[src/rtl/sid_write_ctrl.sv]
`timescale 1ns / 1ps
// sid_write_ctrl
//   Register-write scheduler for the mos6581 (SID) bus, clocked by the slow
//   control clock. An optional power-on init table is replayed first. After
//   that, address/data byte pairs from a byte stream (UART receiver) are
//   buffered in a small FIFO and written to the chip. Every write is a single
//   active-low chip-select pulse of exactly one cycle. The scheduler adds at
//   least one high cycle between writes, so there is at most one write every
//   two cycles.
//
//   Build option: SID_INIT_EN
//     defined   - init table present; reset and init_start replay it.
//     undefined - no table; reset goes straight to RUN and init_start is
//                 ignored. Only stream writes reach the chip.
//
//   Parameters
//     FIFO_DEPTH  buffered addr/data pairs (power of 2, >= 2)
//
//   Ports
//     clk_1k      control clock
//     n_reset     synchronous active-low reset
//     rx_data     stream byte
//     rx_valid    rx_data valid
//     rx_ready    byte accepted on an edge with rx_valid && rx_ready (= !fifo_full)
//     init_start  one-cycle request to replay the init table
//     sid_addr    SID register address
//     sid_data    SID write data
//     sid_n_cs    SID chip select, active-low write strobe
//     busy        init in progress, FIFO non-empty, or strobe/gap active
//     wr_count    completed SID writes, wraps 255 -> 0
module sid_write_ctrl #(
  parameter int unsigned FIFO_DEPTH = 8
) (
  input  logic       clk_1k,
  input  logic       n_reset,
  input  logic [7:0] rx_data,
  input  logic       rx_valid,
  output logic       rx_ready,
  input  logic       init_start,
  output logic [4:0] sid_addr,
  output logic [7:0] sid_data,
  output logic       sid_n_cs,
  output logic       busy,
  output logic [7:0] wr_count
);

  localparam int unsigned PtrW = $clog2(FIFO_DEPTH);
  localparam int unsigned CntW = PtrW + 1;
  localparam logic [PtrW-1:0] PtrOne  = PtrW'(1);
  localparam logic [CntW-1:0] CntOne  = CntW'(1);
  localparam logic [CntW-1:0] CntFull = CntW'(FIFO_DEPTH);

  typedef enum logic [1:0] {StInit, StRun, StStrobe, StGap} sched_e;
  typedef enum logic {PsAddr, PsData} parse_e;

  // ---------------------------------------------------------------------------
  // Byte-stream parser and pair FIFO
  // ---------------------------------------------------------------------------
  parse_e          ps_q, ps_d;
  logic [4:0]      rx_addr_q, rx_addr_d;
  logic [12:0]     fifo_mem [FIFO_DEPTH];
  logic [PtrW-1:0] wr_ptr_q, wr_ptr_d, rd_ptr_q, rd_ptr_d;
  logic [CntW-1:0] cnt_q, cnt_d;
  logic            fifo_full, fifo_empty;
  logic            rx_fire, push, pop;
  logic [12:0]     fifo_rdata;

  assign fifo_full  = (cnt_q == CntFull);
  assign fifo_empty = (cnt_q == '0);
  assign rx_ready   = !fifo_full;
  assign rx_fire    = rx_valid && rx_ready;
  assign fifo_rdata = fifo_mem[rd_ptr_q];

  always_comb begin
    ps_d      = ps_q;
    rx_addr_d = rx_addr_q;
    push      = 1'b0;
    unique case (ps_q)
      // Bytes above 0x1F cannot be addresses; dropping them resyncs the stream.
      PsAddr: begin
        if (rx_fire && (rx_data[7:5] == 3'b000)) begin
          rx_addr_d = rx_data[4:0];
          ps_d      = PsData;
        end
      end
      PsData: begin
        if (rx_fire) begin
          push = 1'b1;
          ps_d = PsAddr;
        end
      end
    endcase
  end

  // Pointers wrap naturally because FIFO_DEPTH is a power of 2.
  always_comb begin
    wr_ptr_d = push ? (wr_ptr_q + PtrOne) : wr_ptr_q;
    rd_ptr_d = pop  ? (rd_ptr_q + PtrOne) : rd_ptr_q;
    unique case ({push, pop})
      2'b10:   cnt_d = cnt_q + CntOne;
      2'b01:   cnt_d = cnt_q - CntOne;
      default: cnt_d = cnt_q;
    endcase
  end

  always_ff @(posedge clk_1k) begin
    if (push) begin
      fifo_mem[wr_ptr_q] <= {rx_addr_q, rx_data};
    end
  end

  // ---------------------------------------------------------------------------
  // Init table
  // ---------------------------------------------------------------------------
  logic init_req;

`ifdef SID_INIT_EN
  localparam logic [3:0] InitCount = 4'd11;

  logic [3:0]  init_idx_q, init_idx_d;
  logic        init_act_q, init_act_d;
  logic        init_pend_q, init_pend_d;
  logic [12:0] init_entry;

  // A request is only remembered while no init sequence is running.
  assign init_req = init_pend_q || (init_start && !init_act_q);

  always_comb begin
    unique case (init_idx_q)
      4'd0:    init_entry = {5'h18, 8'd8};
      4'd1:    init_entry = {5'h05, 8'd190};
      4'd2:    init_entry = {5'h06, 8'd248};
      4'd3:    init_entry = {5'h01, 8'd17};
      4'd4:    init_entry = {5'h00, 8'd37};
      4'd5:    init_entry = {5'h04, 8'd17};
      4'd6:    init_entry = {5'h13, 8'd190};
      4'd7:    init_entry = {5'h14, 8'd248};
      4'd8:    init_entry = {5'h0F, 8'd17};
      4'd9:    init_entry = {5'h0E, 8'd37};
      4'd10:   init_entry = {5'h12, 8'd33};
      default: init_entry = 13'h0000;
    endcase
  end
`else
  logic unused_init_start;

  assign unused_init_start = init_start;
  assign init_req          = 1'b0;
`endif

  // ---------------------------------------------------------------------------
  // Write scheduler
  // ---------------------------------------------------------------------------
  sched_e      state_q, state_d;
  logic [4:0]  sid_addr_q, sid_addr_d;
  logic [7:0]  sid_data_q, sid_data_d;
  logic        sid_n_cs_q, sid_n_cs_d;
  logic [7:0]  wr_count_q, wr_count_d;
  logic        busy_q, busy_d;

  always_comb begin
    state_d    = state_q;
    sid_addr_d = sid_addr_q;
    sid_data_d = sid_data_q;
    sid_n_cs_d = 1'b1;
    wr_count_d = wr_count_q;
    pop        = 1'b0;
`ifdef SID_INIT_EN
    init_idx_d  = init_idx_q;
    init_act_d  = init_act_q;
    init_pend_d = init_req;
`endif

    unique case (state_q)
      StInit: begin
`ifdef SID_INIT_EN
        {sid_addr_d, sid_data_d} = init_entry;
        sid_n_cs_d = 1'b0;
        init_idx_d = init_idx_q + 4'd1;
        state_d    = StStrobe;
`else
        state_d = StRun;
`endif
      end
      StRun: begin
        // A pending init beats queued stream writes.
        if (init_req) begin
          state_d = StInit;
`ifdef SID_INIT_EN
          init_idx_d  = '0;
          init_act_d  = 1'b1;
          init_pend_d = 1'b0;
`endif
        end else if (!fifo_empty) begin
          pop        = 1'b1;
          {sid_addr_d, sid_data_d} = fifo_rdata;
          sid_n_cs_d = 1'b0;
          state_d    = StStrobe;
        end
      end
      StStrobe: begin
        wr_count_d = wr_count_q + 8'd1;
        state_d    = StGap;
      end
      StGap: begin
        state_d = StRun;
`ifdef SID_INIT_EN
        if (init_act_q) begin
          if (init_idx_q == InitCount) begin
            init_act_d = 1'b0;
          end else begin
            state_d = StInit;
          end
        end
`endif
      end
    endcase

    busy_d = (state_d != StRun) || (cnt_d != '0);
`ifdef SID_INIT_EN
    busy_d = busy_d || init_pend_d;
`endif
  end

  always_ff @(posedge clk_1k) begin
    if (!n_reset) begin
`ifdef SID_INIT_EN
      state_q <= StInit;
`else
      state_q <= StRun;
`endif
      ps_q       <= PsAddr;
      rx_addr_q  <= '0;
      wr_ptr_q   <= '0;
      rd_ptr_q   <= '0;
      cnt_q      <= '0;
      sid_addr_q <= '0;
      sid_data_q <= '0;
      sid_n_cs_q <= 1'b1;
      wr_count_q <= '0;
      busy_q     <= 1'b0;
    end else begin
      state_q    <= state_d;
      ps_q       <= ps_d;
      rx_addr_q  <= rx_addr_d;
      wr_ptr_q   <= wr_ptr_d;
      rd_ptr_q   <= rd_ptr_d;
      cnt_q      <= cnt_d;
      sid_addr_q <= sid_addr_d;
      sid_data_q <= sid_data_d;
      sid_n_cs_q <= sid_n_cs_d;
      wr_count_q <= wr_count_d;
      busy_q     <= busy_d;
    end
  end

`ifdef SID_INIT_EN
  always_ff @(posedge clk_1k) begin
    if (!n_reset) begin
      init_idx_q  <= '0;
      init_act_q  <= 1'b1;
      init_pend_q <= 1'b0;
    end else begin
      init_idx_q  <= init_idx_d;
      init_act_q  <= init_act_d;
      init_pend_q <= init_pend_d;
    end
  end
`endif

  assign sid_addr = sid_addr_q;
  assign sid_data = sid_data_q;
  assign sid_n_cs = sid_n_cs_q;
  assign busy     = busy_q;
  assign wr_count = wr_count_q;

endmodule

[config.mk]
export PLATFORM = sky130hd
export DESIGN_NAME = sid_write_ctrl
export DESIGN_NICKNAME = d
export VERILOG_FILES = /design/src/rtl/sid_write_ctrl.sv
export SDC_FILE = /design/constraint.sdc
export NUM_CORES = 1
export LEC_CHECK = 0
export CAP_MARGIN = 20
export CORE_UTILIZATION = 53
export CTS_BUF_LIST = sky130_fd_sc_hd__clkbuf_16
export DETAILED_ROUTE_END_ITERATION = 6
export PLACE_DENSITY = 0.72
export SLEW_MARGIN = 15
export SYNTH_ARGS = -nofsm -noshare
export SYNTH_HDL_FRONTEND = slang
export SYNTH_SLANG_ARGS = --single-unit
export TNS_END_PERCENT = 100
[constraint.sdc]
create_clock -name clk_1k -period 2.47 [get_ports clk_1k]
set_input_delay 0.247 -clock clk_1k [delete_from_list [all_inputs] [get_ports clk_1k]]
set_output_delay 0.247 -clock clk_1k [all_outputs]
set_load 0.01 [all_outputs]
==> results.sh <==
export IMPL_gp_congestion=0.757
export IMPL_setup_viol=0
export IMPL_clkTransAtPathRegs_ps=60
export IMPL_clkSinkCount=145
export IMPL_grt_start_max_net_pins=42
export IMPL_outcome="finished clean"
export IMPL_synth_distinct_cells=35
export IMPL_dieHeight_um=105
export IMPL_cp_start_kind="register"
export IMPL_wl_met3_um=416
export IMPL_hold_path_depth=1
export IMPL_critical_path_top_delay_family="simple AND/OR/NAND/NOR gates"
export IMPL_synthCells=333
export IMPL_end_kind="register"
export IMPL_internal_power_mw=5.61
export IMPL_finalClockSkew_ps=7.25
export IMPL_cp_data_arrival_time_ps=2700
export IMPL_reg2reg_setup_slack_ps=70
export IMPL_synth_top_area_share=0.551
export IMPL_synthToLayoutAreaGrowth_pct=24.4
export IMPL_core_mm2=0.0104
export IMPL_wl_met2_mm=5.34
export IMPL_startpoint="cnt_q[0]"
export IMPL_crit_path_cell_trace="or4b_4 > and3_4 > clkinv_8 > nand2_4 > xnor2_2 > ha_2 > a21oi_2 > nand3_1 > a21oi_2 > xor2_1 > o31a_1"
export IMPL_syn_avg_cell_area_um2=17.0
export IMPL_die_area_mm2=0.0111
export IMPL_crit_end="busy"
export IMPL_io_pins=36
export IMPL_top_layer_used="met4"
export IMPL_hpwl_mm=5.82
export IMPL_crit_cells=11
export IMPL_fmax_ghz=0.416
export IMPL_relSlewSlack=0.747
export IMPL_drt_iter0_drc=172
export IMPL_cts_tree="yes"
export IMPL_synth_nets=350
export IMPL_slowest_stage="or4b_4"
export IMPL_nNetsFinal=409
export IMPL_period_share=0.973
export IMPL_antenna_found_initial=0
export IMPL_yosys_warnings=0
export IMPL_synth_top_cell_by_area="edfxtp_1"
export IMPL_seq_area_frac_synth=0.695
export IMPL_wire_per_inst_um=19.7
export IMPL_insertion_delay_ps=410
export IMPL_critPathBufInv=1
export IMPL_power_net_switching_mw=1.94
export IMPL_vias=3029
export IMPL_wl_met1_mm=4.79
export IMPL_holdWs_ps=494
export IMPL_p_comb_frac=0.247
export IMPL_io_buffer_count=34
export IMPL_final_core_util=0.680
export IMPL_slowest_delay_ps=560
export IMPL_cp_common_cell="a21oi_2"
export IMPL_cts_max_path_buffers=2
export IMPL_synth_top_flop_cell="edfxtp_1"
export IMPL_layout_drive_gt1_share=0.244
export IMPL_fin_crit_ps=2400
export IMPL_tightestPinTransition_ps=380
export IMPL_synth_edf_count=104
export IMPL_cts_inserted_buffers=17
export IMPL_required_ps=2770
export IMPL_die_x_um=105
export IMPL_grt_pass1_vias=3018
export IMPL_ir_worst_vdd_v=0.000931
export IMPL_grt_overflow_total=0
export IMPL_firstDrtPassIters=4
export IMPL_powerDensity_mw_per_mm2=1070
export IMPL_async_flop_share=0
export IMPL_multi_input_area_mm2=0.00171
export IMPL_ff2ff_path_depth=11
export IMPL_drv_slew=0
export IMPL_ys_top_cells_by_area="edfxtp_1 55%, dfxtp_1 14%, mux4_2 10%, mux2i_1 4.1%, o211a_1 2.3%"
export IMPL_wirelength_mm=10.6
export IMPL_pwr_share_seq=0.377
export IMPL_p_leak_nw=2.52
export IMPL_synth_ff_latch_count=145
export IMPL_rows=37
export IMPL_antenna_cells=0
export IMPL_p_clk_frac=0.376
export IMPL_grt_pass1_wl_mm=16.4
export IMPL_grt_usage=0.208
export IMPL_ctsHtreeMaxLevel=4
export IMPL_regArea_mm2=0.00395
export IMPL_r2r_start="cnt_q[0]"
export IMPL_nFillCells=681
export IMPL_drc_errors=0
export IMPL_synth_common_cells="104 x edfxtp_1, 41 x dfxtp_1, 26 x mux4_2"
export IMPL_critPathKind="register to register"
export IMPL_start_util=0.547
export IMPL_cts_root_buffer="clkbuf_16"
export IMPL_sw_frac_of_total=0.257
export IMPL_hold_viol_final=0
export IMPL_avgViaCountPerCell=5.60
export IMPL_ant_nets=0
export IMPL_post_synth_instance_area_mm2=0.00567
export IMPL_hold_buffers=0
export IMPL_yosysMostFrequentCell="edfxtp_1"
export IMPL_cap_violations=0
export IMPL_worstPathMaxFanout=7
export IMPL_hp_class="register to register"
export IMPL_rr_endpoint="busy"
worst min path at each step:
stage                startpoint             end  slack [ps]
floorplan            rx_data[0]  fifo_mem[0][0]         350
detailed placement  sid_data[6]     sid_data[6]         490
CTS                        ps_q            ps_q         500
global route        sid_data[6]     sid_data[6]         520
global placement    wr_count[7]     wr_count[7]         470
finish              sid_data[6]     sid_data[6]         490
layout make-up:
cell class                 count  area share
multi-input combinational    169       0.242
inverter                       1     0.00231
sequential                   145       0.559
clock buffer                  17      0.0603
tap                          136      0.0241
timing repair buffer          58      0.0773
clock inverter                15      0.0341
cell families after synthesis:
| family | synth area share |
|---|---|
| buf+inv | 0.0165 |
| fa+ha+maj | 0.0110 |
| flops | 0.696 |
| mux | 0.144 |
| simple gates | 0.0777 |
| compound gates | 0.0353 |
| xor+xnor | 0.0201 |
cells in the final DEF, fill, tap and decap left out, drive strengths merged:
cell,n
a21oi,3
inv,2
nor2,4
edfxtp,104
o211a,13
xor2,3
nand3,2
o21ai,2
a21boi,3
nand2b,5
or3,2
nand4b,1
nor3,4
nor3b,1
and2,11
and3,3
mux4,26
buf,24
nand4,3
nand2,26
mux2i,23
ha,5
clkinvlp,1
xnor2,10
clkbuf,17
or4b,1
clkinv,7
dfxtp,41
clkdlybuf4s50,34
a21o,1
nor4,4
bufinv,6
o22ai,1
nor2b,11
o31a,1
worst reg2reg max path, delay by kind of cell (launching register included):
| family | cells | cell delay [ps] |
|---|---|---|
| AO/OA/AOI/OAI | 3 | 530 |
| XOR/XNOR | 2 | 240 |
| adder cells (fa/ha/maj) | 1 | 180 |
| buffers and inverters | 1 | 70 |
| flip-flops | 1 | 310 |
| AND/OR/NAND/NOR | 4 | 950 |
state kept, by name (all words and copies together) (netlist names):
signal	flops
sid_data	8
ps_q	1
wr_count	8
rd_ptr_q	3
state_q	2
rx_addr_q	5
cnt_q	4
sid_addr	5
fifo_mem	104
sid_n_cs	1
wr_ptr_q	3
busy	1
power groups by stage:
stage	sequential [mW]	clock [mW]	combinational [mW]
5_1_grt	2.86	2.99	2.02
2_1_floorplan	2.93	0	1.20
3_3_place_gp	2.89	0	1.72
3_5_place_dp	2.89	0	1.76
4_1_cts	2.84	2.88	1.80
6_report	2.85	2.84	1.87
through the flow:
step	power, mW	cells	TNS (ps)	worst slack, ps	area (um^2)
after CTS	7.53	536	0	11.1	6970
after global placement	4.61	503	0	84.6	6290
after detailed placement	4.65	503	-27.7	-27.7	6290
after global routing	7.87	541	-45.2	-32.9	7050
final	7.55	541	0	67.8	7050
after floorplan	4.14	333	0	9.43	5690
routing by layer:
metal  track usage  vias up
met1         0.273     1540
met3        0.0550        9
met2         0.337       74
met4        0.0744        0
met5             0        -
li1              -     1406
what timing repair did:
action	4_1_cts	5_1_grt
setup buffers	1	5
endpoints found under the setup margin	1	3
pin swaps	1	5
gates resized for setup	3	5
Power figures use the tool's default switching activity.
